`config.mk`:
```
export PLATFORM = sky130hd
export DESIGN_NAME = trng_word_packer_flat
export DESIGN_NICKNAME = d
export VERILOG_FILES = /design/src/rtl/trng_pkg.sv /design/src/rtl/trng_word_packer_if.sv /design/src/rtl/trng_sync_fifo.sv /design/src/rtl/trng_word_packer.sv /design/src/flat_wrapper.sv
export SDC_FILE = /design/constraint.sdc
export NUM_CORES = 1
export LEC_CHECK = 0
export CAP_MARGIN = 20
export CORE_MARGIN = 2
export CORE_UTILIZATION = 35
export DETAILED_ROUTE_END_ITERATION = 6
export GPL_ROUTABILITY_DRIVEN = 0
export SYNTH_ARGS = -nofsm -noshare
export SYNTH_HDL_FRONTEND = slang
export SYNTH_SLANG_ARGS = --single-unit
```
`constraint.sdc`:
```
create_clock -name clk -period 5.65 [get_ports clk]
set_input_delay 1.13 -clock clk [delete_from_list [all_inputs] [get_ports clk]]
set_output_delay 1.13 -clock clk [all_outputs]
set_load 0.03 [all_outputs]
```
`src/rtl/trng_pkg.sv`:
```
// Shared types and default parameters for the TRNG word packer and its FIFO.
package trng_pkg;

    typedef enum logic [1:0] {
        IDLE    = 2'd0,
        DISCARD = 2'd1,
        COLLECT = 2'd2
    } packer_state_e;

    localparam int TRNG_WORD_W    = 32;
    localparam int TRNG_DISCARD_N = 64;
    localparam int TRNG_DEPTH     = 4;
    localparam int TRNG_RCT_LIMIT = 32;
    localparam int DROP_CNT_W     = 16;

    // Counter width for a count that runs 0..n-1, never narrower than one bit.
    function automatic int cnt_w(input int n);
        return (n > 1) ? $clog2(n) : 1;
    endfunction

endpackage

```
`src/rtl/trng_word_packer_if.sv`:
```
// Output word port of the packer.
// Handshake: a word transfers in every cycle where valid && ready; while valid is
// high, data holds the FIFO head and stays stable until it is taken.
interface trng_word_packer_if #(
    parameter int WORD_W = 32
);
    logic [WORD_W-1:0] data;
    logic              valid;
    logic              ready;

    modport master (output data, output valid, input ready);
    modport slave  (input data, input valid, output ready);
endinterface

```
`src/rtl/trng_sync_fifo.sv`:
```
// First-word-fall-through synchronous FIFO; push and pop in the same cycle are
// legal even when full, leaving the occupancy unchanged.
module trng_sync_fifo #(
    parameter int WIDTH = 32,
    parameter int DEPTH = 4
) (
    input  logic                       clk,
    input  logic                       rst,
    input  logic                       push,
    input  logic [WIDTH-1:0]           push_data,
    input  logic                       pop,
    output logic [WIDTH-1:0]           data,
    output logic                       valid,
    output logic [$clog2(DEPTH+1)-1:0] fill
);
    import trng_pkg::*;

    localparam int PTR_W  = cnt_w(DEPTH);
    localparam int FILL_W = $clog2(DEPTH+1);

    logic [WIDTH-1:0]  mem [DEPTH];
    logic [PTR_W-1:0]  wr_ptr;
    logic [PTR_W-1:0]  rd_ptr;
    logic [FILL_W-1:0] count;
    logic              do_push;
    logic              do_pop;

    assign do_pop  = pop && (count != '0);
    assign do_push = push && ((count != FILL_W'(DEPTH)) || do_pop);

    always_ff @(posedge clk) begin
        if (rst) begin
            wr_ptr <= '0;
            rd_ptr <= '0;
            count  <= '0;
            for (int i = 0; i < DEPTH; i++) begin
                mem[i] <= '0;
            end
        end else begin
            if (do_push) begin
                mem[wr_ptr] <= push_data;
                wr_ptr      <= wr_ptr + PTR_W'(1);
            end
            if (do_pop) begin
                rd_ptr <= rd_ptr + PTR_W'(1);
            end
            if (do_push && !do_pop) begin
                count <= count + FILL_W'(1);
            end else if (do_pop && !do_push) begin
                count <= count - FILL_W'(1);
            end
        end
    end

    assign data  = mem[rd_ptr];
    assign valid = (count != '0);
    assign fill  = count;

endmodule

```
`src/rtl/trng_word_packer.sv`:
```
// Packs accepted raw TRNG bits MSB-first into words after a warm-up discard.
// Define TRNG_PACKER_HEALTH_EN to add the repetition-count health test.
module trng_word_packer
    import trng_pkg::*;
#(
    parameter int WORD_W    = TRNG_WORD_W,
    parameter int DEPTH     = TRNG_DEPTH,
    parameter int DISCARD_N = TRNG_DISCARD_N,
    parameter int RCT_LIMIT = TRNG_RCT_LIMIT
) (
    input  logic                       clk,
    input  logic                       rst,
    input  logic                       run_en,
    input  logic                       bit_ce,
    input  logic                       rnd_bit,
    trng_word_packer_if.master         out,
    output logic [$clog2(DEPTH+1)-1:0] fill,
    output logic                       overflow,
    output logic [DROP_CNT_W-1:0]      drop_cnt,
    output logic                       health_fail,
    output packer_state_e              dbg_state
);

    localparam int DISC_W = cnt_w(DISCARD_N);
    localparam int BIT_W  = cnt_w(WORD_W);
    localparam int FILL_W = $clog2(DEPTH+1);
    localparam logic [DISC_W-1:0] DISC_LAST = DISC_W'((DISCARD_N > 0) ? DISCARD_N - 1 : 0);
    localparam logic [BIT_W-1:0]  BIT_LAST  = BIT_W'(WORD_W - 1);
    localparam packer_state_e START_STATE = (DISCARD_N == 0) ? COLLECT : DISCARD;

    packer_state_e     state;
    packer_state_e     eff_state;
    logic [DISC_W-1:0] disc_cnt;
    logic [BIT_W-1:0]  bit_cnt;
    logic [WORD_W-2:0] sr;
    logic [WORD_W-1:0] word_bits;
    logic              accept;
    logic              collect_acc;
    logic              rct_trip;
    logic              word_done;
    logic              pop;
    logic              push;
    logic              drop;

    // An accept in the cycle run_en rises is processed as if already in the target state.
    assign eff_state   = (state == IDLE) ? START_STATE : state;
    assign accept      = run_en && bit_ce;
    assign collect_acc = accept && (eff_state == COLLECT);
    assign word_bits   = {sr, rnd_bit};
    assign word_done   = collect_acc && (bit_cnt == BIT_LAST) && !rct_trip;
    assign pop         = out.valid && out.ready;
    assign drop        = word_done && (fill == FILL_W'(DEPTH)) && !pop;
    assign push        = word_done && !drop;

`ifdef TRNG_PACKER_HEALTH_EN
    localparam int RUN_W = $clog2(RCT_LIMIT + 1);

    logic [RUN_W-1:0] run_len;
    logic [RUN_W-1:0] next_run_len;
    logic             last_bit;

    assign next_run_len = ((run_len == '0) || (rnd_bit != last_bit)) ? RUN_W'(1)
                                                                      : run_len + RUN_W'(1);
    assign rct_trip     = collect_acc && (next_run_len == RUN_W'(RCT_LIMIT));

    always_ff @(posedge clk) begin
        if (rst) begin
            run_len     <= '0;
            last_bit    <= 1'b0;
            health_fail <= 1'b0;
        end else if (!run_en) begin
            run_len  <= '0;
            last_bit <= 1'b0;
        end else if (collect_acc) begin
            last_bit <= rnd_bit;
            run_len  <= rct_trip ? '0 : next_run_len;
            if (rct_trip) begin
                health_fail <= 1'b1;
            end
        end
    end
`else
    assign rct_trip    = 1'b0;
    assign health_fail = 1'b0;
`endif

    always_ff @(posedge clk) begin
        if (rst) begin
            state    <= IDLE;
            disc_cnt <= '0;
            bit_cnt  <= '0;
            sr       <= '0;
            overflow <= 1'b0;
            drop_cnt <= '0;
        end else begin
            if (!run_en) begin
                state    <= IDLE;
                disc_cnt <= '0;
                bit_cnt  <= '0;
                sr       <= '0;
            end else begin
                state <= eff_state;
                case (eff_state)
                    DISCARD: begin
                        if (accept) begin
                            if (disc_cnt == DISC_LAST) begin
                                state    <= COLLECT;
                                disc_cnt <= '0;
                            end else begin
                                disc_cnt <= disc_cnt + DISC_W'(1);
                            end
                        end
                    end
                    COLLECT: begin
                        if (accept) begin
                            if (rct_trip) begin
                                sr      <= '0;
                                bit_cnt <= '0;
                            end else begin
                                sr      <= word_bits[WORD_W-2:0];
                                bit_cnt <= (bit_cnt == BIT_LAST) ? '0 : bit_cnt + BIT_W'(1);
                            end
                        end
                    end
                    default: ;
                endcase
            end
            if (drop) begin
                overflow <= 1'b1;
                if (drop_cnt != '1) begin
                    drop_cnt <= drop_cnt + DROP_CNT_W'(1);
                end
            end
        end
    end

    assign dbg_state = state;

    trng_sync_fifo #(
        .WIDTH (WORD_W),
        .DEPTH (DEPTH)
    ) u_fifo (
        .clk       (clk),
        .rst       (rst),
        .push      (push),
        .push_data (word_bits),
        .pop       (pop),
        .data      (out.data),
        .valid     (out.valid),
        .fill      (fill)
    );

endmodule

```
`src/flat_wrapper.sv`:
```
// flat-port wrapper written by rule: the top's interface ports become plain ports
module trng_word_packer_flat import trng_pkg::*;
#(
    parameter int WORD_W    = TRNG_WORD_W,
    parameter int DEPTH     = TRNG_DEPTH,
    parameter int DISCARD_N = TRNG_DISCARD_N,
    parameter int RCT_LIMIT = TRNG_RCT_LIMIT
)
  (clk, rst, run_en, bit_ce, rnd_bit, fill, overflow, drop_cnt, health_fail, dbg_state, out_data, out_valid, out_ready);
  trng_word_packer_if #(.WORD_W(WORD_W)) out_i ();
  input  logic clk;
  input  logic rst;
  input  logic run_en;
  input  logic bit_ce;
  input  logic rnd_bit;
  output logic [$clog2(DEPTH+1)-1:0] fill;
  output logic overflow;
  output logic [DROP_CNT_W-1:0] drop_cnt;
  output logic health_fail;
  output packer_state_e dbg_state;
  output wire logic [$bits(out_i.data)-1:0] out_data;
  output wire logic [$bits(out_i.valid)-1:0] out_valid;
  input wire logic [$bits(out_i.ready)-1:0] out_ready;
  assign out_data = out_i.data;
  assign out_valid = out_i.valid;
  assign out_i.ready = out_ready;
  trng_word_packer #(.WORD_W(WORD_W), .DEPTH(DEPTH), .DISCARD_N(DISCARD_N), .RCT_LIMIT(RCT_LIMIT)) u_core (.clk(clk), .rst(rst), .run_en(run_en), .bit_ce(bit_ce), .rnd_bit(rnd_bit), .out(out_i), .fill(fill), .overflow(overflow), .drop_cnt(drop_cnt), .health_fail(health_fail), .dbg_state(dbg_state));
endmodule
```
# After elaboration in Yosys (flattened, before gate mapping)
# Memories as Yosys holds them, arrays and structs flattened. A register that Yosys moved wholly into a read port is not among the register bits.
# Index checks and enable logic that the tools add are counted.
# op_classes
n_addsub	7
n_eq_ne	7
muxes	18
bitwise_logic	1
n_reduce_logical	24
# op_table
op	n
$mux W32	1
$reduce_or A32 Y1	1
$add A16 B1 Y16 const B	1
$ne A16 B16 Y1 const B	1
$mux W2	7
$logic_and A1 B1 Y1	11
$add A6 B1 Y6 const B	1
$eq A6 B6 Y1 const B	1
$mux W1	6
$mux W3	2
$mux W6	1
$reduce_and A2 Y1	3
$add A5 B1 Y5 const B	1
$eq A5 B5 Y1 const B	1
$mux W5	1
$add A2 B1 Y2 const B	2
$logic_not A1 Y1	4
$add A3 B1 Y3 const B	1
$eq A3 B3 Y1 const B	1
$ne A3 B3 Y1 const B	1
$reduce_bool A3 Y1	1
$sub A3 B1 Y3 const B	1
$eq A2 B1 Y1 const B	1
$eq A2 B2 Y1 const B	1
other kinds (5)	5
# word_totals
register_bits	68
ramBits	128
in_bits	6
out_inout_bits	56
wordCells	67
memories	1
# mem_list
memory	depth	word_bits	read_ports	rd_ports_with_merged_regs	wr	line	source
u_core.u_fifo.mem	4	32	1	1	4	trng_sync_fifo.sv:21	logic [WIDTH-1:0] mem [DEPTH];

# Depth between registers and ports, before layout
# depth
ltp_word	15
depth_mapped	12

# By module
# From an unflattened synthesis, not the netlist that was laid out.
# hier_totals
cells_unflattened	663
area_unflattened_um2	8488.1
# modules_own_cells
module	instances	cells_each	area_per_inst_um2	seq_area_each_um2
trng_sync_fifo	1	357	5921.9	4023.9
trng_word_packer	1	306	2566.2	1221.2

# Worst setup path after synthesis
# Ideal clock, no wire load.
# synth_timing
kind	input-to-reg
from	input port run_en
to	memory u_core.u_fifo.mem[2][0], enable pin
t_arrival_ns	4.054
t_required_ns	5.184
path_slack_ns	1.130
path_stages	4
n_path_buf	1
path_cell_list	and4b_1 > clkbuf_1 > nand3_1 > o21ai_0
# synth_rtl
element	line	source
from (decl)	flat_wrapper.sv:13	input logic run_en;
to (decl)	trng_sync_fifo.sv:21	

==> Implementation_results.wiki <==
{| class="wikitable"
! Metric !! Value
|-
| Required time at the endpoint of the critical path || approximately 4.5 ns
|-
| Part of the total power dissipated in the clock network || roughly two fifths
|-
| Setup clock skew after layout || approximately 0.015 ns
|-
| Number of enable flip-flop cells after synthesis || roughly 130
|-
| Share of layout cells above drive strength 1 || approximately an eighth
|-
| Routed wire length || ~16000 µm
|-
| Slowest library cell on the worst path || dfxtp_2
|-
| Count of final max-slew check failures || 0
|-
| Count of placed standard cells in the final layout, fillers left out || roughly 1000
|-
| Final setup violating endpoints || 0
|-
| Run status || finished, final reports clean
|-
| Cell chain of the critical path || buf_4 -> mux4_2 -> clkdlybuf4s50_1
|-
| Mapped Avg Cell Area || about 13 µm²
|-
| Initial DRC count || 301
|-
| Post-synthesis instance total || roughly 660
|-
| Peak fanout along the critical path || 17
|-
| Most area-consuming cells after synthesis || edfxtp_1 (46%), dfxtp_1 (17%), and2_1 (9.5%), mux4_2 (8.6%), nand2_1 (3.5%)
|-
| Final global-route overflow total || 0
|-
| Top Ports || 62
|-
| Critical register-to-register path endpoint || u_core.u_fifo.mem[1][6]$_SDFFCE_PN0P_
|-
| Path class of the lowest-slack min-delay path || register to register
|-
| Quantity of gates resized following cts || 0
|-
| Post-CTS setup buffer count || 0
|-
| Post-route design area || ~0.01 mm²
|-
| Die height || roughly 160 µm
|-
| Top Family by Delay on Critical Path || buffers and inverters
|-
| Largest vdd supply drop || 0.193 mV
|-
| Proportion of register bits with asynchronous set or reset after synthesis || 0%
|-
| Total number of yosys warnings || 0
|-
| Aggregate global-route resource usage || 13.4%
|-
| Routed vias || around 5000
|-
| Power share of the combinational group || 3.8%
|-
| CTS tree || done
|-
| Unrepaired setup endpoints after global routing || no
|-
| Via density per instance || about 4.8
|-
| Sum of net half-perimeters after detailed placement || approximately 10000 µm
|-
| Die area || 0.0253 mm²
|-
| Arrival time worst endpoint || around 2.8 ns
|-
| Cell Area, Placed || between 0.009 and 0.01 mm²
|-
| Effective utilization at floorplan || 35.7%
|-
| Kind of end point of the critical path || output pin
|-
| Cell count after placement || roughly 1000
|-
| Register-to-register setup slack || between 2 and 2.5 ns
|-
| Pin slew with the least headroom to its limit || about 0.96 ns
|-
| Internal Dissipation || 2320 µW
|-
| Most area-hungry cell type in the Yosys netlist || edfxtp_1
|-
| Max Cap Viol || 0
|-
| R2R depth || 9
|-
| Final setup TNS || 0 ns
|-
| Distinct cell type count after synthesis || 49
|-
| Highest-count cells in the layout ignoring fill and taps || and2_1 (128), edfxtp_1 (128), nand2_1 (79)
|-
| Area Overhead vs Synth || 18.5%
|-
| Power per standard cell area || 293 mW/mm²
|-
| Number of global-route vias before repair || roughly 5000
|-
| Portion of synthesized cell area occupied by the leading cell type || a little under half
|-
| Clock latency reported for the late side of the worst-skew pair || roughly 0.43 ns
|-
| Total of hold buffers inserted after clock tree synthesis || 0
|-
| Deepest level of the CTS H-tree || 4
|-
| Die width || around 160 µm
|-
| Final nets || around 730
|-
| Most frequently used flop master after synthesis || edfxtp_1
|-
| FMAX || approximately 0.26 GHz
|-
| Share of total power in sequential cells || 54.6%
|-
| Routed wire length per instance || roughly 16 µm
|-
| Number of gates on the worst path with buffers counted || 3
|-
| Hold violation count in the final report || 0
|-
| Period Utilization, post-route || 69.2%
|-
| Area occupied by multi-input gates || approximately 0.0030 mm²
|-
| Pin count of the biggest net entering global routing || 40
|-
| Crit-path max cell delay || 0.71 ns
|-
| Count of unresolved DRC violations after routing || 0
|-
| Static leakage || between 0.003 and 0.004 µW
|-
| Switching share of power || between 20% and 30%
|-
| Worst flop-to-flop path startpoint || u_core.bit_cnt[0]$_SDFFE_PP0P_
|-
| Min Clock Period, post-route || approximately 3.9 ns
|-
| Core outline area || ~0.024 mm²
|-
| Register clock-pin slew on the reported worst setup and hold paths || approximately 0.060 ns
|-
| PnR Total Power || 2920 µW
|-
| Worst setup path end || out_data[3]
|-
| Number of antenna violations at the first check in global routing || 0
|-
| Worst Path Buf+Inv || 2
|-
| Global-route wire length before repair || 27100 µm
|-
| Relative max-transition margin || 35.2%
|-
| Flip-flop and latch count after synthesis || 198
|-
| Fill cell total of the finished layout || around 2200
|-
| Number of buffers created by CTS || 17
|-
| Maximum buffer depth of the clock tree || 2
|-
| Count of antenna diodes in the layout || 0
|-
| P_sw || approximately 600 µW
|-
| Hold Path Stages || 2
|-
| Initial DRT Pass Iterations || 4
|-
| Synthesized cell area || between 0.008 and 0.009 mm²
|-
| Synthesized Nets || about 680
|-
| Port bufs || 60
|-
| Core Rows || 56
|-
| Antenna violation net count after detailed routing || 0
|-
| Sequential cell area fraction in the yosys report || between 60% and 70%
|-
| Clk root buf || clkbuf_16
|-
| Register area || roughly 0.0052 mm²
|-
| Category of the most critical setup path || register to output pin
|-
| Num Clock Sinks || 198
|-
| Element type at the critical path start || register
|}
final cells by class:
cell class                      count  share of cell area [%]
Timing Repair Buffer               72                    6.93
Clock inverter                     12                    1.53
Multi-Input combinational cell    418                    30.2
Sequential cell                   198                    52.6
Tap cell                          319                    4.00
Clock buffer                       20                    4.38
Inverter                            9                   0.339
logic make-up (layout without fill, tap and decap cells):
| logic type | after synthesis | in the layout | synth area share (%) |
|---|---|---|---|
| other cells | 1 | 1 | 0.0446 |
| compound gates | 67 | 67 | 4.54 |
| buf+inv | 48 | 113 | 2.36 |
| fa+ha+maj | 6 | 6 | 0.981 |
| xor+xnor | 11 | 11 | 1.14 |
| mux | 40 | 40 | 9.59 |
| simple gates | 293 | 293 | 19.0 |
| flops | 198 | 198 | 62.3 |
worst min-delay path: cells and delay by family, from the launching register on:
| kind | cells | cell delay, ns |
|---|---|---|
| AO/OA/AOI/OAI | 1 | 0.05 |
| flip-flops | 1 | 0.31 |
| AND/OR/NAND/NOR | 1 | 0.05 |
power by group through the flow:
stage          clock, µW  combinational (µW)  sequential [µW]
5_1_grt             1300                 120             1600
6_report            1220                 112             1600
3_3_place_gp           0                 115             1630
3_5_place_dp           0                 115             1630
4_1_cts             1240                 116             1600
2_1_floorplan          0                67.9             1620
layer usage:
metal / track usage (%) / up-vias / wire length, µm
li1: - / 2479 / -
met2: 21.6 / 74 / 7770
met4: 3.51 / 0 / 159
met3: 3.31 / 11 / 610
met5: 0 / - / 0
met1: 18.3 / 2430 / 7760
worst min-delay path by stage:
stage,startpoint,end,slack [ns]
5_1_grt,u_core.overflow$_SDFFE_PP0P_,u_core.overflow$_SDFFE_PP0P_,0.49
6_report,u_core.bit_cnt[4]$_SDFFE_PP0P_,u_core.bit_cnt[4]$_SDFFE_PP0P_,0.47
3_5_place_dp,u_core.overflow$_SDFFE_PP0P_,u_core.overflow$_SDFFE_PP0P_,0.45
4_1_cts,u_core.bit_cnt[4]$_SDFFE_PP0P_,u_core.bit_cnt[4]$_SDFFE_PP0P_,0.46
2_1_floorplan,u_core.bit_cnt[4]$_SDFFE_PP0P_,u_core.bit_cnt[4]$_SDFFE_PP0P_,0.44
3_3_place_gp,u_core.overflow$_SDFFE_PP0P_,u_core.overflow$_SDFFE_PP0P_,0.44
sequential cells by signal (all words and copies together) (netlist names), named ones only:
signal,count
u_core.bit_cnt,5
u_core.dbg_state,1
u_core.disc_cnt,6
u_core.drop_cnt,16
u_core.overflow,1
u_core.sr,31
u_core.u_fifo.fill,3
u_core.u_fifo.mem,128
u_core.u_fifo.rd_ptr,2
u_core.u_fifo.wr_ptr,2
Yosys cell counts, types with 6 or more instances:
master,count
edfxtp_1,128
inv_1,9
or4_1,8
o31ai_1,7
and2_1,128
xnor2_1,6
nand3_1,9
a21oi_1,46
dfxtp_1,70
buf_1,12
nor2_1,28
mux4_2,32
nor4_1,6
clkbuf_1,24
nand2_1,79
metrics by stage:
step                      setup WS, ns  hold slack [ns]  utilization, %
after floorplan                   1.13            0.441               -
after global placement            1.41            0.440            39.8
after detailed placement          1.35            0.449            39.8
after CTS                         1.61            0.462            42.3
after global routing              1.53            0.486            42.3
final                             1.74            0.466            42.3
No activity file was read; power rests on OpenSTA's default activity.
